**src/rtl/sprite_arb_pkg.sv**
```systemverilog
// Shared types, defaults and helpers for the sprite ROM arbiter.
package sprite_arb_pkg;

  localparam int unsigned DEF_NREQ      = 4;
  localparam int unsigned DEF_AW        = 12;
  localparam int unsigned DEF_DW        = 16;
  localparam int unsigned DEF_RD_LAT    = 2;
  localparam int unsigned DEF_MAX_BURST = 4;

  // Requester index field in a tag; wide enough for up to 8 requesters.
  localparam int unsigned TAG_IDX_W = 3;

  // Ceiling log2; clog2(1) = 0.
  function automatic int unsigned clog2(input int unsigned n);
    int unsigned r;
    r = 0;
    for (int unsigned v = n - 32'd1; v > 0; v = v >> 1) begin
      r = r + 32'd1;
    end
    return r;
  endfunction

  // Index width for n requesters, never below one bit.
  function automatic int unsigned idx_width(input int unsigned n);
    return (n < 32'd2) ? 32'd1 : clog2(n);
  endfunction

  // In-flight read tag travelling alongside the memory latency.
  typedef struct packed {
    logic                 valid;
    logic [TAG_IDX_W-1:0] idx;
  } tag_t;

  // Which arbitration rule produced this cycle's grant.
  typedef enum logic [1:0] {
    SRC_NONE   = 2'd0,
    SRC_URGENT = 2'd1,
    SRC_BURST  = 2'd2,
    SRC_ROTATE = 2'd3
  } gnt_src_e;

endpackage

```
**src/rtl/sprite_rom_arbiter_rr_pick.sv**
```systemverilog
// Rotating priority picker: first set request scanning from i_start upward, wrapping.
module rr_pick
  import sprite_arb_pkg::*;
#(
  parameter int unsigned NREQ = DEF_NREQ,
  parameter int unsigned IW   = idx_width(DEF_NREQ)
) (
  input  logic [NREQ-1:0] i_req,
  input  logic [IW-1:0]   i_start,
  output logic [NREQ-1:0] o_gnt,
  output logic [IW-1:0]   o_idx,
  output logic            o_any
);

  int unsigned w_pos;

  // Scan NREQ positions starting at i_start; the first hit wins.
  always_comb begin
    o_gnt = '0;
    o_idx = '0;
    o_any = 1'b0;
    w_pos = '0;
    for (int unsigned off = 0; off < NREQ; off++) begin
      w_pos = 32'(i_start) + off;
      if (w_pos >= NREQ) begin
        w_pos = w_pos - NREQ;
      end
      if (!o_any && i_req[IW'(w_pos)]) begin
        o_any = 1'b1;
        o_idx = IW'(w_pos);
      end
    end
    if (o_any) begin
      o_gnt[o_idx] = 1'b1;
    end
  end

endmodule

```
**src/rtl/sprite_rom_arbiter.sv**
```systemverilog
// Shares one single-port synchronous sprite memory between NREQ renderers:
// round robin with bounded bursts, urgent override for requester 0,
// fixed-latency return tagged to the originating requester.
module sprite_rom_arbiter
  import sprite_arb_pkg::*;
#(
  parameter int unsigned NREQ      = DEF_NREQ,
  parameter int unsigned AW        = DEF_AW,
  parameter int unsigned DW        = DEF_DW,
  parameter int unsigned RD_LAT    = DEF_RD_LAT,
  parameter int unsigned MAX_BURST = DEF_MAX_BURST
) (
  input  logic                 clk_clk,
  input  logic                 reset_reset_n,
  input  logic [NREQ-1:0]      req,
  input  logic [NREQ*AW-1:0]   addr,
  input  logic                 urgent,
  output logic [NREQ-1:0]      gnt,
  output logic [NREQ-1:0]      rvalid,
  output logic [DW-1:0]        rdata,
  output logic [AW-1:0]        mem_addr,
  output logic                 mem_rd,
  input  logic [DW-1:0]        mem_rdata
);

  localparam int unsigned    IW        = idx_width(NREQ);
  localparam logic [IW-1:0]  LAST_IDX  = IW'(NREQ - 1);
  localparam logic [3:0]     BURST_LIM = 4'(MAX_BURST - 1);

  // Arbitration state. r_owned is clear until the first grant after reset, so
  // the reset value of r_last_ptr only seeds rotation and never starts a burst.
  logic [IW-1:0]   r_last_ptr;
  logic [3:0]      r_burst_cnt;
  logic            r_owned;

  // Return path state.
  tag_t            r_tag [RD_LAT];
  logic [NREQ-1:0] r_rvalid;
  logic [DW-1:0]   r_rdata;

  logic [IW-1:0]   w_start;
  logic [NREQ-1:0] w_rr_gnt;
  logic [IW-1:0]   w_rr_idx;
  logic            w_rr_any;
  gnt_src_e        w_src;
  logic [NREQ-1:0] w_gnt;
  logic [IW-1:0]   w_gnt_idx;
  logic            w_gnt_vld;
  logic [AW-1:0]   w_mem_addr;
  tag_t            w_tag_in;
  tag_t            w_ret;
  logic [NREQ-1:0] w_ret_onehot;

  // Rotation starts one past the last granted requester.
  always_comb begin
    w_start = (r_last_ptr == LAST_IDX) ? '0 : r_last_ptr + IW'(1);
  end

  rr_pick #(
    .NREQ (NREQ),
    .IW   (IW)
  ) u_rr_pick (
    .i_req   (req),
    .i_start (w_start),
    .o_gnt   (w_rr_gnt),
    .o_idx   (w_rr_idx),
    .o_any   (w_rr_any)
  );

  // Grant selection: urgent, then burst continuation, then rotation; none in reset.
  always_comb begin
    w_src     = SRC_NONE;
    w_gnt     = '0;
    w_gnt_idx = r_last_ptr;
    if (!reset_reset_n) begin
      w_src = SRC_NONE;
    end else if (urgent && req[0]) begin
      w_src = SRC_URGENT;
    end else if (r_owned && req[r_last_ptr] && (r_burst_cnt < BURST_LIM)) begin
      w_src = SRC_BURST;
    end else if (w_rr_any) begin
      w_src = SRC_ROTATE;
    end

    case (w_src)
      SRC_URGENT: begin
        w_gnt_idx = '0;
        w_gnt[0]  = 1'b1;
      end
      SRC_BURST: begin
        w_gnt_idx           = r_last_ptr;
        w_gnt[r_last_ptr]   = 1'b1;
      end
      SRC_ROTATE: begin
        w_gnt_idx = w_rr_idx;
        w_gnt     = w_rr_gnt;
      end
      default: begin
        w_gnt_idx = r_last_ptr;
        w_gnt     = '0;
      end
    endcase
  end

  assign w_gnt_vld = (w_src != SRC_NONE);

  // Address mux for the granted requester; parked at zero when idle.
  always_comb begin
    w_mem_addr = '0;
    for (int unsigned i = 0; i < NREQ; i++) begin
      if (w_gnt[i]) begin
        w_mem_addr = addr[i*AW +: AW];
      end
    end
  end

  // Last pointer and burst counter follow every grant, urgent ones included.
  always_ff @(posedge clk_clk) begin
    if (!reset_reset_n) begin
      r_last_ptr  <= LAST_IDX;
      r_burst_cnt <= '0;
      r_owned     <= 1'b0;
    end else if (w_gnt_vld) begin
      r_last_ptr <= w_gnt_idx;
      r_owned    <= 1'b1;
      if (!r_owned || (w_gnt_idx != r_last_ptr)) begin
        r_burst_cnt <= '0;
      end else if (r_burst_cnt < BURST_LIM) begin
        r_burst_cnt <= r_burst_cnt + 4'd1;
      end
    end
  end

  always_comb begin
    w_tag_in       = '0;
    w_tag_in.valid = w_gnt_vld;
    w_tag_in.idx   = TAG_IDX_W'(w_gnt_idx);
  end

  // Tag shift register matching the memory latency; reset drops in-flight reads.
  always_ff @(posedge clk_clk) begin
    if (!reset_reset_n) begin
      for (int unsigned k = 0; k < RD_LAT; k++) begin
        r_tag[k] <= '0;
      end
    end else begin
      r_tag[0] <= w_tag_in;
      for (int unsigned k = 1; k < RD_LAT; k++) begin
        r_tag[k] <= r_tag[k-1];
      end
    end
  end

  assign w_ret = r_tag[RD_LAT-1];

  // Decode the returning tag to a one-hot valid.
  always_comb begin
    w_ret_onehot = '0;
    for (int unsigned i = 0; i < NREQ; i++) begin
      w_ret_onehot[i] = w_ret.valid && (w_ret.idx == TAG_IDX_W'(i));
    end
  end

  // Capture memory data when its tag arrives; rdata holds between returns.
  always_ff @(posedge clk_clk) begin
    if (!reset_reset_n) begin
      r_rvalid <= '0;
      r_rdata  <= '0;
    end else begin
      r_rvalid <= w_ret_onehot;
      if (w_ret.valid) begin
        r_rdata <= mem_rdata;
      end
    end
  end

  assign gnt      = w_gnt;
  assign mem_rd   = w_gnt_vld;
  assign mem_addr = w_mem_addr;
  assign rvalid   = r_rvalid;
  assign rdata    = r_rdata;

endmodule

```
**config.mk**
```make
export PLATFORM = sky130hd
export DESIGN_NAME = sprite_rom_arbiter
export DESIGN_NICKNAME = d
export VERILOG_FILES = /design/src/rtl/sprite_arb_pkg.sv /design/src/rtl/sprite_rom_arbiter_rr_pick.sv /design/src/rtl/sprite_rom_arbiter.sv
export SDC_FILE = /design/constraint.sdc
export NUM_CORES = 1
export LEC_CHECK = 0
export CORE_ASPECT_RATIO = 0.9
export CORE_MARGIN = 2
export CORE_UTILIZATION = 41
export DETAILED_ROUTE_END_ITERATION = 16
export PLACE_DENSITY = 0.81
export SYNTH_ARGS = -nofsm -noshare
export SYNTH_HDL_FRONTEND = slang
export SYNTH_HIERARCHICAL = 1
export SYNTH_SLANG_ARGS = --single-unit
```
**constraint.sdc**
```tcl
create_clock -name clk_clk -period 4.2 [get_ports clk_clk]
set_input_delay 0.84 -clock clk_clk [delete_from_list [all_inputs] [get_ports clk_clk]]
set_output_delay 0.84 -clock clk_clk [all_outputs]
set_load 0.05 [all_outputs]
```
==> results of run 1 <==
-- flip-flops by register name, indices dropped and copies added (netlist names) --
| register | count |
|---|---|
| rdata | 16 |
| r_burst_cnt | 4 |
| rvalid | 4 |
| r_owned | 1 |
| r_tag | 6 |
| r_last_ptr | 2 |
-- through the flow --
step / util / power [mW] / area (µm²)
6_report: 0.700 / 1.18 / 3640
4_1_cts: 0.698 / 1.19 / 3620
5_1_grt: 0.700 / 1.24 / 3640
3_5_place_dp: 0.675 / 0.879 / 3510
2_1_floorplan: - / 0.640 / 2180
3_3_place_gp: 0.675 / 0.870 / 3510
-- metal layers --
metal	GRT usage	wire, µm
met5	0	0
met2	0.377	3540
met1	0.286	2870
met4	0.0885	154
met3	0.0408	211
-- final cells by class --
type	count	area, µm²
tap	67	83.8
clock buffer	7	86.3
inverter	20	75.1
timing repair buffer	121	1330
multi-input combinational	191	1370
clock inverter	1	30.0
fill	428	1560
sequential	33	662
-- placed cells by master (no fill, tap or decap), drive strengths merged, types with 2 or more instances in the layout --
| cell type | synthesis | final |
|---|---|---|
| a21boi | 6 | 6 |
| o21ai | 8 | 8 |
| ha | 5 | 5 |
| and2 | 6 | 6 |
| a21oi | 23 | 23 |
| nor2 | 22 | 22 |
| nand4 | 2 | 2 |
| buf | 8 | 31 |
| nor3 | 5 | 5 |
| inv | 20 | 20 |
| or3 | 2 | 2 |
| nor2b | 17 | 17 |
| dfxtp | 33 | 33 |
| a211oi | 2 | 2 |
| nand3 | 19 | 19 |
| mux2i | 19 | 19 |
| a221oi | 12 | 12 |
| o211ai | 3 | 3 |
| nand2b | 2 | 2 |
| and3 | 2 | 2 |
| clkdlybuf4s50 | 0 | 90 |
| clkbuf | 8 | 7 |
| nor3b | 2 | 2 |
| o221a | 2 | 2 |
| mux2 | 2 | 2 |
| nand2 | 12 | 12 |
| o21a | 2 | 2 |
-- cells in the mapped netlist (all sizes together) (2+ instances only) --
cell type	instances	area (µm²)
dfxtp	33	661
a21oi	23	115
nor2	22	82.6
inv	20	75.1
mux2i	19	190
nand3	19	95.1
nor2b	17	106
a221oi	12	168
nand2	12	47.6
buf	8	61.3
clkbuf	8	31.3
o21ai	8	40.0
a21boi	6	48.8
and2	6	37.5
ha	5	62.6
nor3	5	25.0
o211ai	3	22.5
a211oi	2	20.0
and3	2	12.5
mux2	2	22.5
nand2b	2	12.5
nand4	2	12.5
nor3b	2	15.0
o21a	2	15.0
o221a	2	22.5
or3	2	12.5
-- cells by family (layout without fill, tap and decap cells) --
kind of cell | count (synthesis) | in the layout
compound gates | 68 | 68
xor+xnor | 1 | 1
fa+ha+maj | 5 | 5
buf+inv | 36 | 149
flops | 33 | 33
mux | 22 | 22
simple gates | 95 | 95
-- worst max-delay path, stage by stage --
cell and delay [ps]:
clkdlybuf4s50_1 420, mux4_2 540, nand2_2 170, a31o_1 170, nand2_1 60, inv_1 140, buf_4 220, a21oi_1 100
a221oi_2 340, buf_12 180
-- power groups by stage --
stage          combinational, mW  sequential (mW)  clock (mW)
2_1_floorplan              0.265            0.376           0
6_report                   0.531            0.347       0.306
5_1_grt                    0.558            0.350       0.328
3_5_place_dp               0.525            0.354           0
4_1_cts                    0.527            0.347       0.313
3_3_place_gp               0.517            0.353           0
-- what timing repair did --
action	4_1_cts	5_1_grt
setup endpoints to repair	0	2
hold endpoints to repair	0	0
resized for setup	0	3
-- how the worst max path moves through the flow --
stage / end / slack (ps) / depth (start not counted) / start
2_1_floorplan: mem_addr[0] / 10 / 9 / req[0]
3_5_place_dp: mem_addr[11] / 130 / 9 / req[3]
5_1_grt: mem_addr[7] / 20 / 10 / req[3]
6_report: mem_addr[10] / 180 / 10 / req[3]
4_1_cts: mem_addr[11] / 100 / 9 / req[3]
3_3_place_gp: mem_addr[0] / 160 / 9 / req[3]
==> impl_metrics.toml, run 1 <==
[run_status]
status = "finished clean"

[hold_path]
hold_class = "register to register"
hold_start = "r_tag[0][3]$_SDFF_PN0_"
hold_depth = 1
whs_endpoint = "r_tag[0][7]$_SDFF_PN0_"

[worst_setup_path]
r2r_start = "r_last_ptr[1]$_SDFFE_PN1P_"
crit_fanout = 10
required_ps = 3360
end_kind = "output port"
ff2ff_setup_slack_ps = 1480
reg2reg_depth = 9
arrival_ps = 3180
worst-setup-path-type = "primary input to output port"
r2r_end = "r_burst_cnt[2]$_SDFFE_PN0P_"
worstSetupStartpointType = "primary input"

[clock_network]
cts_sinks = 33
cts.clk_slew.worst_paths_ps = 70
cts.path.max_buffers = 2
post_cts_buffers = 0
cts_tree = "yes"
cts_made_buffers = 5
clock_latency_ps = 280
ctsHoldBuffers = 0
htree_levels = 2
clockRootBuffer = "clkbuf_8"

[timing]
hold_slack_ps = 455
worst_pin_slew_ps = 976
final_hold_viol_count = 0
rsz0062_at_grt = "false"
period_share = 0.958
fmax_ghz = 0.249
setup_viol = 0
worst_slack_ps = 177
max_slew_margin = 0.349
skew_ps = 5.35
slew_violations = 0
fin_setup_tns_ps = 0
period_needed_ps = 4020

[synthesis]
yosys.cell_types.count = 51
synth_nets = 336
synth_seq_cells = 33
synthAdderAreaFrac = 0.0287
synth_simple_gate_area_frac = 0.233
ys_seq_area_frac = 0.303
synth_xor_area_frac = 0.00402
synth_edf_count = 0
synth_cells = 260
synthFlopType = "dfxtp_1"
synth_compound_area_frac = 0.247
synth_top_family_by_area = "compound AO/OA/AOI/OAI gates"
yosys_warnings = 6
syn_area_per_cell_um2 = 8.39
syn-cell-area_um2 = 2180
synthArstFlopShare = 0
synthMuxAreaShare = 0.108

[routing]
via_per_inst = 5.32
first_pass_iters = 4
wl_per_cell_um = 15.4
drt_iter0_drc = 150
via_count = 2342
ant_nets = 0
drcViolationCount = 0
drt_wl_total_um = 6770

[pwr]
p_sw_mw = 0.405
powerDensity_nw_per_um2 = 326
pwr-share-seq = 0.293
pwr-share-clk = 0.258
ir_drop_v = 0.000232
p_int_mw = 0.779
p_sw_frac = 0.342
leakagePower_nw = 1.44
combPwrFrac = 0.448

[placed_design]
place_inst = 432
post-place-ws_ps = 130
dp_hpwl_um = 5220
gp_congestion = 0.800
io_buffers = 107

[finish]
drive_gt1_frac = 0.164
diodes = 0
syn_to_final_growth_pct = 66.7
fin_cells = 440
nets = 448

[grt]
grt.overflow.total = 0
grt_first_pass_wirelength_um = 10300
antenna_found_initial = 0
grt_pass1_vias = 2132
grt_max_degree = 33
track_usage = 0.225

[floorplanning]
top_level_ports = 108
die_area_um2 = 5920
die_h_um = 73.2
die_x_um = 80.9
fp.coreArea_um2 = 5190
start_util = 0.420
rows = 25

[job]
max_cap_violations = 0
Note: power is estimated with default switching activity, not from simulation.
==> run 2: changes to the inputs <==
--- a/config.mk
+++ b/config.mk
@@ -6,7 +6,6 @@
 export NUM_CORES = 1
 export LEC_CHECK = 0
 export CORE_ASPECT_RATIO = 0.9
-export CORE_MARGIN = 2
 export CORE_UTILIZATION = 41
 export DETAILED_ROUTE_END_ITERATION = 16
 export PLACE_DENSITY = 0.81
==> run 2 against run 1 <==
  * Sequential share of layout area grew 0.066 points
  * Critical path depth shrank 1
  * Utilization grew 2.8 points
  * First-iteration DRC count shrank 3.3%
  * Register-to-register slack gained 230 ps
  * Wire length grew 0.32%
  * Count of clock-buffer cells in the layout grew 1
  * Die area shrank 5.1%
  * Largest cell class unchanged
  * Combinational power grew 0.9%
  * Global-route usage grew 2.0 points
==> impl_metrics.toml, run 2 (synthesis gave the netlist of run 1 again) <==
[run_status]
status = "finished clean"

[worst_setup_path]
r2r_start = "r_last_ptr[0]$_SDFFE_PN1P_"
crit_start = "req[1]"
cp_cell_sequence = "clkdlybuf4s50_1 > mux4_2 > a21boi_2 > nor3_1 > a211oi_2 > buf_4 > nand3_1 > a221oi_4 > buf_12"
worstSetupPathDepth = 9
crit_fanout = 13
required_ps = 3360
worst-setup-path-type = "primary input to output port"
cp-endpoint = "mem_addr[6]"
path_buf_inv = 3
reg2reg_depth = 9
worstSetupStartpointType = "primary input"
r2r_end = "r_burst_cnt[3]$_SDFFE_PN0P_"
arrival_ps = 3170
slowest_delay_ps = 530
end_kind = "output port"
ff2ff_setup_slack_ps = 1710
crit_family = "buffers and inverters"
crit_slowest_cell = "mux4_2"

[routing]
first_pass_iters = 4
drt_wl_total_um = 6790
via_count = 2306
ant_nets = 0
wl_met3_um = 297
via_per_inst = 5.24
wl_met2_um = 3430
drt_iter0_drc = 145
wl_met1_um = 2920
highest_layer = "met4"
wl_per_cell_um = 15.4
drcViolationCount = 0

[clock_network]
cts.path.max_buffers = 2
clock_latency_ps = 280
post_cts_buffers = 0
cts_tree = "yes"
clockRootBuffer = "clkbuf_8"
cts_made_buffers = 5
cts_sinks = 33
htree_levels = 2
cts.clk_slew.worst_paths_ps = 60

[finish]
nets = 450
syn_to_final_growth_pct = 66.4
layout_commonest_cell = "clkdlybuf4s50_1"
diodes = 0
nFillCells = 378
mostFrequentLayoutCells = "clkdlybuf4s50_1, dfxtp_1, a21oi_1"
largest_reg_flops = 16
drive_gt1_frac = 0.168

[floorplanning]
fp.coreArea_um2 = 4980
rows = 24
die_h_um = 71.2
die_area_um2 = 5620
die_x_um = 78.9
top_level_ports = 108
start_util = 0.438

[grt]
grt_max_degree = 19
antenna_found_initial = 0
grt_first_pass_wirelength_um = 10800
track_usage = 0.245
grt_pass1_vias = 2239
grt.overflow.total = 0

[timing]
final_hold_viol_count = 0
period_needed_ps = 4010
setup_viol = 0
fin_setup_tns_ps = 0
worst_pin_slew_ps = 970
hold_slack_ps = 439
slew_violations = 0
fmax_ghz = 0.249
period_share = 0.956
max_slew_margin = 0.352
rsz0062_at_grt = "false"
skew_ps = 2.95

[pwr]
power_mw = 1.11
leakagePower_nw = 1.44
ir_drop_v = 0.000212
powerDensity_nw_per_um2 = 305

[placed_design]
io_buffers = 107
dp_hpwl_um = 5300
gp_congestion = 0.825

[hold_path]
hold_class = "register to register"

[job]
max_cap_violations = 0
-- run 2: cell types whose count changed in the layout (fill, tap and decap cells not counted), sizes merged --
cell           change
clkbuf             +1
dlymetal6s2s       +1
bufinv             -1
clkdlybuf4s50      -1
buf                +2
-- run 2: area by class of cell --
cell class | count | area [µm²] | share of cell area
Clock buffer | 8 | 80.1 | 0.0221
Inverter | 20 | 75.1 | 0.0207
Multi-Input combinational cell | 191 | 1380 | 0.380
Sequential cell | 33 | 663 | 0.183
Tap cell | 65 | 81.3 | 0.0224
Timing Repair Buffer | 123 | 1350 | 0.372
-- run 2: repair_timing --
action                     in CTS  in global routing
gates resized for setup         0                  8
hold buffers                    0                  0
setup endpoints to repair       0                 12
-- run 2: power breakdown --
group | switching [mW] | total (mW) | internal [mW]
Combinational | 0.277 | 0.536 | 0.259
Sequential | 0.0169 | 0.347 | 0.330
Clock | 0.105 | 0.223 | 0.118
Total | 0.399 | 1.11 | 0.707
-- run 2: per-stage QoR --
step | setup WS, ps | instance area (µm²) | std cells | utilization
floorplan | 11.2 | 2180 | 260 | -
global placement | 123 | 3520 | 432 | 0.706
detailed placement | 89.1 | 3520 | 432 | 0.706
CTS | 78.9 | 3600 | 440 | 0.722
global route | 3.95 | 3630 | 440 | 0.728
finish | 186 | 3630 | 440 | 0.728
-- run 2: worst min-delay path by stage --
stage	from	slack [ps]	endpoint	cells after the start
CTS	r_tag[0][3]$_SDFF_PN0_	440	r_tag[0][7]$_SDFF_PN0_	1
finish	r_tag[0][3]$_SDFF_PN0_	440	r_tag[0][7]$_SDFF_PN0_	1
floorplan	r_tag[0][0]$_SDFF_PN0_	410	r_tag[0][4]$_SDFF_PN0_	1
global placement	r_tag[0][3]$_SDFF_PN0_	410	r_tag[0][7]$_SDFF_PN0_	1
detailed placement	r_tag[0][3]$_SDFF_PN0_	430	r_tag[0][7]$_SDFF_PN0_	1
global route	r_tag[0][3]$_SDFF_PN0_	450	r_tag[0][7]$_SDFF_PN0_	1
-- run 2: per-layer routing --
layer,vias to the layer above,track usage
met3,12,0.0529
met5,-,0
li1,1159,-
met2,72,0.423
met4,0,0.0687
met1,1063,0.307
-- run 2: worst reg2reg max path: stages (launching register included) --
cell and delay, ps:
dfxtp_2 420, inv_1 110, ha_1 510, mux2i_1 230, nor2_1 50, a311oi_1 270
o2111ai_1 220, xnor2_1 300, nand3_1 130, a21boi_0 170
